===== config.mk =====
export PLATFORM = sky130hd
export DESIGN_NAME = dvs_event_reader
export DESIGN_NICKNAME = d
export VERILOG_FILES = /design/src/rtl/dvs_event_reader.sv
export SDC_FILE = /design/constraint.sdc
export NUM_CORES = 1
export LEC_CHECK = 0
export ABC_CLOCK_PERIOD_IN_PS = 2700
export CAP_MARGIN = 5
export CORE_MARGIN = 4
export CORE_UTILIZATION = 30
export DETAILED_ROUTE_END_ITERATION = 8
export SYNTH_ARGS = -nofsm -noshare
export SYNTH_HDL_FRONTEND = slang
export SYNTH_SLANG_ARGS = --single-unit

===== constraint.sdc =====
create_clock -name pclk -period 2.7 [get_ports pclk]
set_clock_uncertainty 0.2 [all_clocks]
set_input_delay 0.54 -clock pclk [delete_from_list [all_inputs] [get_ports pclk]]
set_output_delay 0.54 -clock pclk [all_outputs]
set_load 0.02 [all_outputs]

===== src/rtl/dvs_event_reader.sv =====
// Walks a packed DVS block held in BRAM word by word and emits one event per
// non-empty colour half-word on a valid/ready stream, with per-block status.
module dvs_event_reader #(
  parameter int WORDS_PER_BLOCK = 2048,
  parameter int WORDS_PER_ROW   = 64
) (
  input  logic        pclk,
  input  logic        reset,
  input  logic        line_ready,
  input  logic [6:0]  row_base,
  input  logic        new_frame,
  output logic [31:0] bram_addr,
  output logic        bram_clk,
  output logic        bram_rst,
  output logic [3:0]  bram_we,
  output logic        bram_en,
  input  logic [31:0] bram_rddata,
  output logic        evt_valid,
  input  logic        evt_ready,
  output logic [6:0]  evt_x,
  output logic [6:0]  evt_y,
  output logic        evt_pol,
  output logic        busy,
  output logic        block_done,
  output logic        missed_block,
  output logic        code_err,
  output logic [15:0] evt_count
);
  localparam int AW = (WORDS_PER_BLOCK > 1) ? $clog2(WORDS_PER_BLOCK) : 1;
  localparam logic [AW-1:0] W_LAST = AW'(WORDS_PER_BLOCK - 1);
  localparam logic [31:0]   WPR    = 32'(WORDS_PER_ROW);

  typedef enum logic [2:0] {IDLE, RD, CAP, H0, H1, DONE} state_t;

  state_t        state_q, state_d;
  logic [AW-1:0] w_q, w_d;
  logic [6:0]    row_q, row_d;
  logic [3:0]    col_q, col_d;  // {colour1, colour0} of the current word
  logic [15:0]   cnt_q, cnt_d;
  logic          done_q, missed_q, err_q;

  logic [1:0]  colour;
  logic        in_half, has_evt, bad_code, xfer, advance, start;
  logic [31:0] w_ext;
  logic        unused_rd;

  assign in_half  = (state_q == H0) || (state_q == H1);
  assign colour   = (state_q == H1) ? col_q[3:2] : col_q[1:0];
  assign has_evt  = in_half && ((colour == 2'b01) || (colour == 2'b10));
  assign bad_code = in_half && (colour == 2'b11);
  assign xfer     = has_evt && evt_ready;
  assign advance  = !has_evt || evt_ready;
  assign start    = (state_q == IDLE) && line_ready && !new_frame;
  assign w_ext    = 32'(w_q);

  // Reference and pixel fields are not needed to produce events.
  assign unused_rd = ^{bram_rddata[31:24], bram_rddata[21:8], bram_rddata[5:0]};

  always_ff @(posedge pclk) begin
    if (reset) state_q <= IDLE;
    else       state_q <= state_d;
  end

  always_comb begin
    state_d = state_q;
    if (new_frame) begin
      state_d = IDLE;
    end else begin
      case (state_q)
        IDLE:    if (line_ready) state_d = RD;
        RD:      state_d = CAP;
        CAP:     state_d = H0;
        H0:      if (advance) state_d = H1;
        H1:      if (advance) state_d = (w_q == W_LAST) ? DONE : RD;
        DONE:    state_d = IDLE;
        default: state_d = IDLE;
      endcase
    end
  end

  always_comb begin
    w_d   = w_q;
    row_d = row_q;
    col_d = col_q;
    cnt_d = cnt_q;
    if (start) begin
      w_d   = '0;
      row_d = row_base;
      cnt_d = '0;
    end else if (xfer && (cnt_q != 16'hFFFF)) begin
      cnt_d = cnt_q + 16'd1;
    end
    if (state_q == CAP) col_d = {bram_rddata[23:22], bram_rddata[7:6]};
    if ((state_q == H1) && (state_d == RD)) w_d = w_q + AW'(1);
  end

  always_ff @(posedge pclk) begin
    if (reset) begin
      w_q      <= '0;
      row_q    <= '0;
      col_q    <= '0;
      cnt_q    <= '0;
      done_q   <= 1'b0;
      missed_q <= 1'b0;
      err_q    <= 1'b0;
    end else begin
      w_q    <= w_d;
      row_q  <= row_d;
      col_q  <= col_d;
      cnt_q  <= cnt_d;
      done_q <= (state_q == DONE) && !new_frame;
      if (line_ready && (state_q != IDLE)) missed_q <= 1'b1;
      if (bad_code) err_q <= 1'b1;
    end
  end

  always_comb begin
    bram_en   = (state_q == RD);
    busy      = (state_q != IDLE);
    evt_valid = has_evt;
    evt_pol   = has_evt && (colour == 2'b01);
    evt_x     = 7'(((w_ext % WPR) << 1) | 32'(state_q == H1));
    evt_y     = row_q + 7'(w_ext / WPR);
  end

  assign bram_addr    = w_ext;
  assign bram_clk     = pclk;
  assign bram_rst     = reset;
  assign bram_we      = 4'b0000;
  assign block_done   = done_q;
  assign missed_block = missed_q;
  assign code_err     = err_q;
  assign evt_count    = cnt_q;
endmodule


==> reports/results.txt, run 1 <==
Slew Limit Fails -> 0
Avg WL per Cell -> 12.8 um
# IOs -> 119
unrepaired setup endpoints after global routing -> true
Final Net Count -> 447
largest area contributor in the netlist -> dfxtp_1
ys async rst share -> 0
Via Count -> 2349
top_reg_cell synth -> dfxtp_1
R2R Path End -> w_q[8]$_SDFFE_PP0P_
final worst slack -> -0.0674 ns
Iter 0 DRT Violations -> 103
failing checks -> setup timing
area growth from synthesis to layout -> 35.7%
Setup crit start kind -> flop
Mapped Area -> 0.00261 mm2
Synth Area in Adders -> 0.0509
reg-to-reg startpoint -> state_q[1]$_SDFF_PP0_
die height -> 101 um
Synth Area in XOR/XNOR -> 0.0470
multi-input logic area -> 0.00154 mm2
Hold WC Path Type -> reg2reg
top cell type's share of synthesized area -> 0.338
reg2reg path depth -> 12
post-synthesis average cell area -> 8.30 um2
slack of the worst reg-to-reg path -> 0.29 ns
DP HPWL -> 4780 um
Max-cap violations -> 0
GPL Wtd Cong -> 0.788
Seq cells post-synth -> 44
pre-CTS setup slack -> -0.363 ns
hold_sp -> missed_block$_SDFFE_PP0P_
initial antenna violation count -> 0
fin cells -> 499
first-pass detailed-route iteration total -> 4
VDD IR max -> 0.000196 V
initial core utilization -> 0.313
run status -> finished with violations
Tmin final -> 2.77 ns
vias per cell -> 4.71
CP startpoint -> w_q[6]$_SDFFE_PP0P_
core footprint -> 0.00834 mm2
most common cell after layout, fill and taps aside -> clkdlybuf4s50_1
Routed Antenna Nets -> 0
vias in the first global route -> 2223
Crit Path Category -> reg2out
Worst-path clk slew -> 0.08 ns
fill count -> 849
Fin. Hold Viols -> 0
Synth Warn # -> 0
CP required -> 1.96 ns
# rows -> 33
number of setup violations in the final report -> 2
Simple-Gate Fraction of Synth Area -> 0.241
commonest cells after routing, fill and taps aside -> 56 x clkdlybuf4s50_1, 41 x dfxtp_1, 36 x nor2_1, 26 x buf_4, 25 x conb_1
sequential fraction of the synthesis area -> 0.338
grt ovf -> 0
Leak Pwr -> 1.46 nW
Clock Latency Late Sink -> 0.41 ns
CTS tree -> yes
Inst Count DP -> 485
CP Capture Type -> output port
crit path max fanout -> 2
full die area -> 0.0102 mm2
Final Core Density -> 0.424
first-pass GRT wire length -> 10200 um
Power Density -> 395 mW/mm2
largest family of logic cells by synthesized area -> simple AND/OR/NAND/NOR gates
largest net degree at the start of global routing -> 24
GRT Total Usage -> 0.126
WP data arrival -> 2.03 ns
I/O Buffers -> 65
fmax -> 361 MHz
register area -> 885 um2
DIE WIDTH -> 101 um
Post-synth EDFFs -> 0
Post-route DRC -> 0
hold depth -> 2
mux cell area share after synthesis -> 0.0465
Compound-Gate Fraction of Synth Area -> 0.141
# diodes -> 0
final wirelength -> 6410 um
crit share post-route -> 1.02
WHS Endpoint -> missed_block$_SDFFE_PP0P_
Distinct cells, synth -> 55
Syn Inst Count -> 314
Synth area leaders -> dfxtp_1 34%, buf_4 10%, nor2_1 5.3%
share of layout cells above drive strength 1 -> 0.183
Setup Total Neg Slack -> -0.129 ns
Post-CTS Hold Fix Bufs -> 0
Min Hold Slack -> 0.279 ns
## area by class of cell
class,count,area share
Clock buffer,10,0.0375
Clock inverter,2,0.00283
Inverter,12,0.0127
Multi-Input combinational cell,238,0.435
Sequential cell,44,0.250
Tap cell,105,0.0371
Timing Repair Buffer,88,0.225
## power breakdown
part           internal [mW]  switching, mW
Clock                  0.313          0.276
Sequential             0.656        0.00507
Combinational         0.0594         0.0898
## repair_timing
item | 4_1_cts | 5_1_grt
endpoints found under the setup margin | 9 | 16
gates resized for setup | 38 | 21
pin swaps | 6 | 7
setup buffers | 1 | 2
## cells in the mapped netlist, types with 5 or more instances
cell,instances
o21ai_0,16
a21oi_1,17
nand4_1,5
xnor2_1,11
dfxtp_1,44
buf_2,5
and3_1,8
ha_1,9
mux2i_1,11
nor2_1,37
nand3_1,11
nand2_1,24
buf_4,35
inv_1,12
nor3_1,8
## sequential cells by signal (all words and copies together), names as in the netlist
register / count
state_q: 3
block_done: 1
code_err: 1
missed_block: 1
col_q: 4
w_q: 11
row_q: 7
evt_count: 16
## worst max-delay path by stage
stage          endpoint  slack (ns)  cells after the start
2_1_floorplan  evt_y[6]        0.06                      7
3_3_place_gp   evt_y[6]       -0.34                      9
3_5_place_dp   evt_y[6]       -0.36                      9
4_1_cts        evt_y[6]       -0.12                      9
5_1_grt        evt_y[6]       -0.17                      9
6_report       evt_y[6]       -0.07                      9
## worst max-delay path: stages, from the launching register on
cell,delay (ns)
dfxtp_2,0.36
ha_4,0.14
inv_2,0.03
fa_2,0.34
nor2b_2,0.13
o21ai_2,0.07
a21boi_2,0.18
o21ai_2,0.09
xnor2_2,0.13
buf_4,0.15
## metrics by stage
stage	instance area, um2	power, mW
after floorplan	2710	0.839
after global placement	3340	0.874
after CTS	3500	1.42
final	3540	1.40
after detailed placement	3340	0.875
after global routing	3540	1.47
## kinds of logic after synthesis
| kind of cell | after synthesis |
|---|---|
| adder cells (fa/ha/maj) | 10 |
| other | 1 |
| AND/OR/NAND/NOR | 120 |
| AO/OA/AOI/OAI | 57 |
| multiplexers | 12 |
| XOR/XNOR | 14 |
| buffers and inverters | 56 |
| flip-flops | 44 |
## layer usage
metal	vias up	global-route usage	routed length [um]
met1	1077	0.149	2820
met4	0	0.0573	90
met2	72	0.205	3010
met3	8	0.0441	488
met5	-	0	0
li1	1192	-	-
No activity file was read; power rests on OpenSTA's default activity.
==> run 2, diff against run 1 <==
--- a/config.mk
+++ b/config.mk
@@ -5,11 +5,12 @@
 export SDC_FILE = /design/constraint.sdc
 export NUM_CORES = 1
 export LEC_CHECK = 0
-export ABC_CLOCK_PERIOD_IN_PS = 2700
+export ABC_CLOCK_PERIOD_IN_PS = 2800
 export CAP_MARGIN = 5
 export CORE_MARGIN = 4
 export CORE_UTILIZATION = 30
 export DETAILED_ROUTE_END_ITERATION = 8
+export DONT_BUFFER_PORTS = 1
 export SYNTH_ARGS = -nofsm -noshare
 export SYNTH_HDL_FRONTEND = slang
 export SYNTH_SLANG_ARGS = --single-unit
==> constraint.sdc (replaced) <==
create_clock -name pclk -period 2.8 [get_ports pclk]
set_clock_uncertainty 0.2 [all_clocks]
set_input_delay 0.56 -clock pclk [delete_from_list [all_inputs] [get_ports pclk]]
set_output_delay 0.56 -clock pclk [all_outputs]
set_load 0.02 [all_outputs]
==> run 2 against run 1 <==
  * The run now ends clean
  * Worst setup slack gained 0.12 ns
  * Sequential share of layout area is 5.9 points higher
  * Count of clock-buffer cells in the layout is 4 lower
  * Hold slack worse by 0.17 ns
  * Critical path depth did not move
  * Register-to-register slack got worse by 0.02 ns
  * Highest routed layer unchanged
  * Flip-flop and latch count unchanged
==> reports/results.txt, run 2 (synthesis results as in run 1) <==
Inst Count DP -> 422
Max Root-Sink Buffers -> 2
Via Count -> 2132
Setup crit start kind -> flop
full die area -> 0.0102 mm2
initial antenna violation count -> 0
Tmin final -> 2.74 ns
Post-route DRC -> 0
crit path max fanout -> 2
share of power burned in registers -> 0.548
DP HPWL -> 4730 um
CP required -> 2.04 ns
Final Net Count -> 380
Fin. Hold Viols -> 0
multi-input logic area -> 0.00152 mm2
Int Pwr -> 0.858 mW
CP Capture Type -> output port
Power Density -> 408 mW/mm2
sw frac -> 0.264
die height -> 101 um
Switch Pwr -> 0.309 mW
commonest cells after routing, fill and taps aside -> 42 x dfxtp_1, 36 x nor2_1, 25 x conb_1, 25 x buf_4, 24 x nand2_1
# rows -> 33
Max-cap violations -> 0
first-pass detailed-route iteration total -> 4
vias per cell -> 4.94
vias in the first global route -> 1983
number of setup violations in the final report -> 0
fin area -> 0.00286 mm2
share of layout cells above drive strength 1 -> 0.180
relative slew slack -> 0.647
I/O Buffers -> 0
max FFs per register -> 16
run status -> completed
# IOs -> 119
Post-DP Area -> 0.00271 mm2
crit share post-route -> 0.980
GPL Wtd Cong -> 0.783
Logic pwr share -> 0.085
Leak Pwr -> 1.20 nW
CTS tree -> yes
final wirelength -> 6290 um
Routed Antenna Nets -> 0
fmax -> 364 MHz
Slew Limit Fails -> 0
register area -> 883 um2
most common cell after layout, fill and taps aside -> dfxtp_1
worst slew pin tran -> 0.525 ns
Hold WC Path Type -> in2reg
fill count -> 888
Post-CTS Hold Fix Bufs -> 0
clock power share -> 0.367
DIE WIDTH -> 101 um
largest net degree at the start of global routing -> 25
Root Buffer -> clkbuf_8
Crit Path Category -> reg2out
grt ovf -> 0
Iter 0 DRT Violations -> 58
area growth from synthesis to layout -> 9.74%
WP data arrival -> 1.98 ns
Final Core Density -> 0.343
Num CTS Buffers -> 5
first-pass GRT wire length -> 9700 um
# diodes -> 0
unrepaired setup endpoints after global routing -> true
Avg WL per Cell -> 14.6 um
core footprint -> 0.00834 mm2
initial core utilization -> 0.313
H-tree depth -> 2
total power -> 1.17 mW
GRT Total Usage -> 0.120
fin cells -> 432
VDD IR max -> 0.000160 V
Worst-path clk slew -> 0.09 ns
Clock Latency Late Sink -> 0.30 ns
clk sinks -> 44
## run 2: final timing paths
path	start	to	slack, ns	cells after the start
hold / removal	reset	row_q[0]$_SDFFE_PP0P_	0.11	1
setup reg to reg	state_q[0]$_SDFF_PP0_	w_q[8]$_SDFFE_PP0P_	0.27	11
hold reg to reg	row_q[3]$_SDFFE_PP0P_	row_q[3]$_SDFFE_PP0P_	0.31	2
setup / recovery	row_q[0]$_SDFFE_PP0P_	evt_y[6]	0.06	9
## run 2: through the flow
stage                     TNS [ns]  worst slack (ns)  hold WS [ns]
after global routing       -0.0254           -0.0210        0.0966
after detailed placement         0             0.132         0.293
final                            0            0.0556         0.110
after global placement           0             0.116         0.273
after floorplan                  0            0.0450         0.260
after CTS                        0            0.0148         0.111
## run 2: critical path, stage by stage (launching register included)
cell,delay [ns]
dfxtp_2,0.36
ha_4,0.14
inv_2,0.04
fa_2,0.37
nor2b_2,0.13
o21ai_2,0.08
a21boi_2,0.18
o21ai_2,0.10
xnor2_2,0.14
buf_4,0.15
## run 2: metal layers
layer  routed length (um)  GRT usage  up-vias
met5                    0          0        -
met4                  111     0.0470        0
met3                  669     0.0558       12
met2                 2880      0.189       81
met1                 2630      0.141      974
li1                     -          -     1065
## run 2: cell type report
class,count,share of cell area
clock buffer,6,0.0289
timing repair buffer,25,0.0656
sequential,44,0.309
tap,105,0.0459
multi-input combinational,238,0.532
clock inverter,2,0.00350
inverter,12,0.0157
## run 2: power by group through the flow
| stage | registers (mW) | logic [mW] | clock network (mW) |
|---|---|---|---|
| 2_1_floorplan | 0.652 | 0.115 | 0.0417 |
| 3_3_place_gp | 0.653 | 0.0956 | 0 |
| 3_5_place_dp | 0.653 | 0.0969 | 0 |
| 4_1_cts | 0.639 | 0.0979 | 0.445 |
| 5_1_grt | 0.640 | 0.108 | 0.467 |
| 6_report | 0.639 | 0.0995 | 0.428 |
## run 2: repair_timing
| item | in CTS | in global routing |
|---|---|---|
| endpoints found under the hold margin | 0 | 0 |
| pin swaps | 2 | 5 |
| gates resized for setup | 8 | 9 |
| buffers inserted | 0 | 2 |
| endpoints found under the setup margin | 2 | 3 |
==> run 3, diff against run 2 <==
--- a/config.mk
+++ b/config.mk
@@ -7,6 +7,7 @@
 export LEC_CHECK = 0
 export ABC_CLOCK_PERIOD_IN_PS = 2800
 export CAP_MARGIN = 5
+export CORE_ASPECT_RATIO = 1.25
 export CORE_MARGIN = 4
 export CORE_UTILIZATION = 30
 export DETAILED_ROUTE_END_ITERATION = 8
==> run 3 against run 2 <==
  * Die area barely moved
  * Routed wire length decreased by 0.94%
  * Cell area decreased by 0.26%
  * Critical endpoint unchanged
  * Highest routed layer unchanged
==> reports/results.txt, run 3 (synthesis results as in run 1) <==
run status -> completed
VDD IR max -> 0.000174 V
Num CTS Buffers -> 5
pre-CTS setup slack -> 0.151 ns
Max-cap violations -> 0
critical path, cell by cell -> ha_4 -> inv_2 -> fa_2 -> nor2b_2 -> o21ai_2 -> a21boi_2 -> o21ai_2 -> xnor2_2 -> buf_4
Max Root-Sink Buffers -> 2
I/O Buffers -> 0
crit path max fanout -> 2
Final Net Count -> 381
R2R Path End -> w_q[7]$_SDFFE_PP0P_
first-pass GRT wire length -> 10200 um
WP data arrival -> 1.95 ns
Setup crit start kind -> flop
initial antenna violation count -> 0
worst path buffer plus inverter count -> 2
Post-DP Area -> 0.00270 mm2
GPL Wtd Cong -> 0.819
GRT Total Usage -> 0.121
Post-route DRC -> 0
slack of the worst reg-to-reg path -> 0.42 ns
full die area -> 0.0103 mm2
WHS Endpoint -> row_q[0]$_SDFFE_PP0P_
crit share post-route -> 0.968
reg-to-reg startpoint -> state_q[0]$_SDFF_PP0_
max FFs per register -> 16
critical path's slowest cell -> fa_2
Setup Total Neg Slack -> 0 ns
DIE WIDTH -> 91.4 um
Leak Pwr -> 1.20 nW
Crit Path Category -> reg2out
core footprint -> 0.00833 mm2
vias in the first global route -> 2118
relative slew slack -> 0.669
most common cell after layout, fill and taps aside -> dfxtp_1
Root Buffer -> clkbuf_8
vias per cell -> 5.08
share of layout cells above drive strength 1 -> 0.174
# diodes -> 0
max incr delay on CP -> 0.37 ns
Tmin final -> 2.71 ns
CP required -> 2.04 ns
final worst slack -> 0.0894 ns
Final Core Density -> 0.342
largest net degree at the start of global routing -> 25
die height -> 112 um
Via Count -> 2161
grt ovf -> 0
CTS tree -> yes
Slew Limit Fails -> 0
total power -> 1.16 mW
Avg WL per Cell -> 14.7 um
commonest cells after routing, fill and taps aside -> 42 x dfxtp_1, 37 x nor2_1, 26 x buf_4, 25 x conb_1, 24 x nand2_1
Min Hold Slack -> 0.126 ns
DP HPWL -> 4710 um
hold depth -> 1
fin cells -> 425
Hold WC Path Type -> in2reg
clk sinks -> 44
hold_sp -> reset
Fin. Hold Viols -> 0
Power Density -> 405 mW/mm2
H-tree depth -> 2
reg2reg path depth -> 11
area growth from synthesis to layout -> 9.45%
final wirelength -> 6230 um
Routed Antenna Nets -> 0
unrepaired setup endpoints after global routing -> true
Inst Count DP -> 415
Clock Latency Late Sink -> 0.29 ns
Post-CTS Hold Fix Bufs -> 0
initial core utilization -> 0.313
number of setup violations in the final report -> 0
# IOs -> 119
Worst-path clk slew -> 0.08 ns
fin area -> 0.00285 mm2
fmax -> 369 MHz
Top delay family on crit path -> adder cells
worst slew pin tran -> 0.492 ns
first-pass detailed-route iteration total -> 4
CP Capture Type -> output port
# rows -> 37
Iter 0 DRT Violations -> 94
most used cell along the critical path -> o21ai_2
run 3: cell count changes in the layout (fill, tap and decap cells not counted), sizes merged:
cell    change
clkbuf      +2
clkinv      -2
buf         +1
run 3: routing by layer:
layer | GRT usage | routed length (um)
met5 | 0 | 0
met4 | 0.0282 | 51
met3 | 0.0590 | 637
met2 | 0.209 | 3040
met1 | 0.133 | 2500
run 3: worst register-to-register path, cell delays in order, from the launching register on:
cell and delay, ns:
dfxtp_1 0.34, nor2_1 0.05, nand2_1 0.12, inv_1 0.08, nand2_1 0.07, nand2_1 0.07, ha_1 0.37, nand2b_1 0.18
nand4_1 0.19, nor2_1 0.40, a21oi_1 0.11, o21ai_0 0.14
run 3: report_power, final:
group	switching, mW	leakage (nW)	internal, mW
registers	0.00644	0.356	0.633
logic	0.0715	0.797	0.0275
clock network	0.216	0.0455	0.202
run 3: worst max path at each step:
stage / to / from / cells after the start
CTS: evt_y[6] / row_q[0]$_SDFFE_PP0P_ / 9
global route: evt_y[6] / w_q[6]$_SDFFE_PP0P_ / 9
global placement: evt_y[6] / w_q[6]$_SDFFE_PP0P_ / 9
finish: evt_y[6] / w_q[6]$_SDFFE_PP0P_ / 9
detailed placement: evt_y[6] / w_q[6]$_SDFFE_PP0P_ / 9
floorplan: evt_y[6] / w_q[6]$_SDFFE_PP0P_ / 8
run 3: cell type report:
| cell class | count | area, um2 |
|---|---|---|
| flip-flops and latches | 44 | 883 |
| well taps | 97 | 121 |
| fillers | 876 | 5480 |
| clock buffers | 8 | 90.1 |
| inverters | 12 | 45.0 |
| multi-input cells | 238 | 1520 |
| repair buffers | 26 | 195 |
run 3: repair_timing:
| item | in CTS | in global routing |
|---|---|---|
| endpoints found under the setup margin | 2 | 2 |
| hold endpoints to repair | 0 | 0 |
| setup buffers | 0 | 2 |
| resized for setup | 8 | 9 |
| gates cloned | 0 | 0 |
| pin swaps | 1 | 5 |
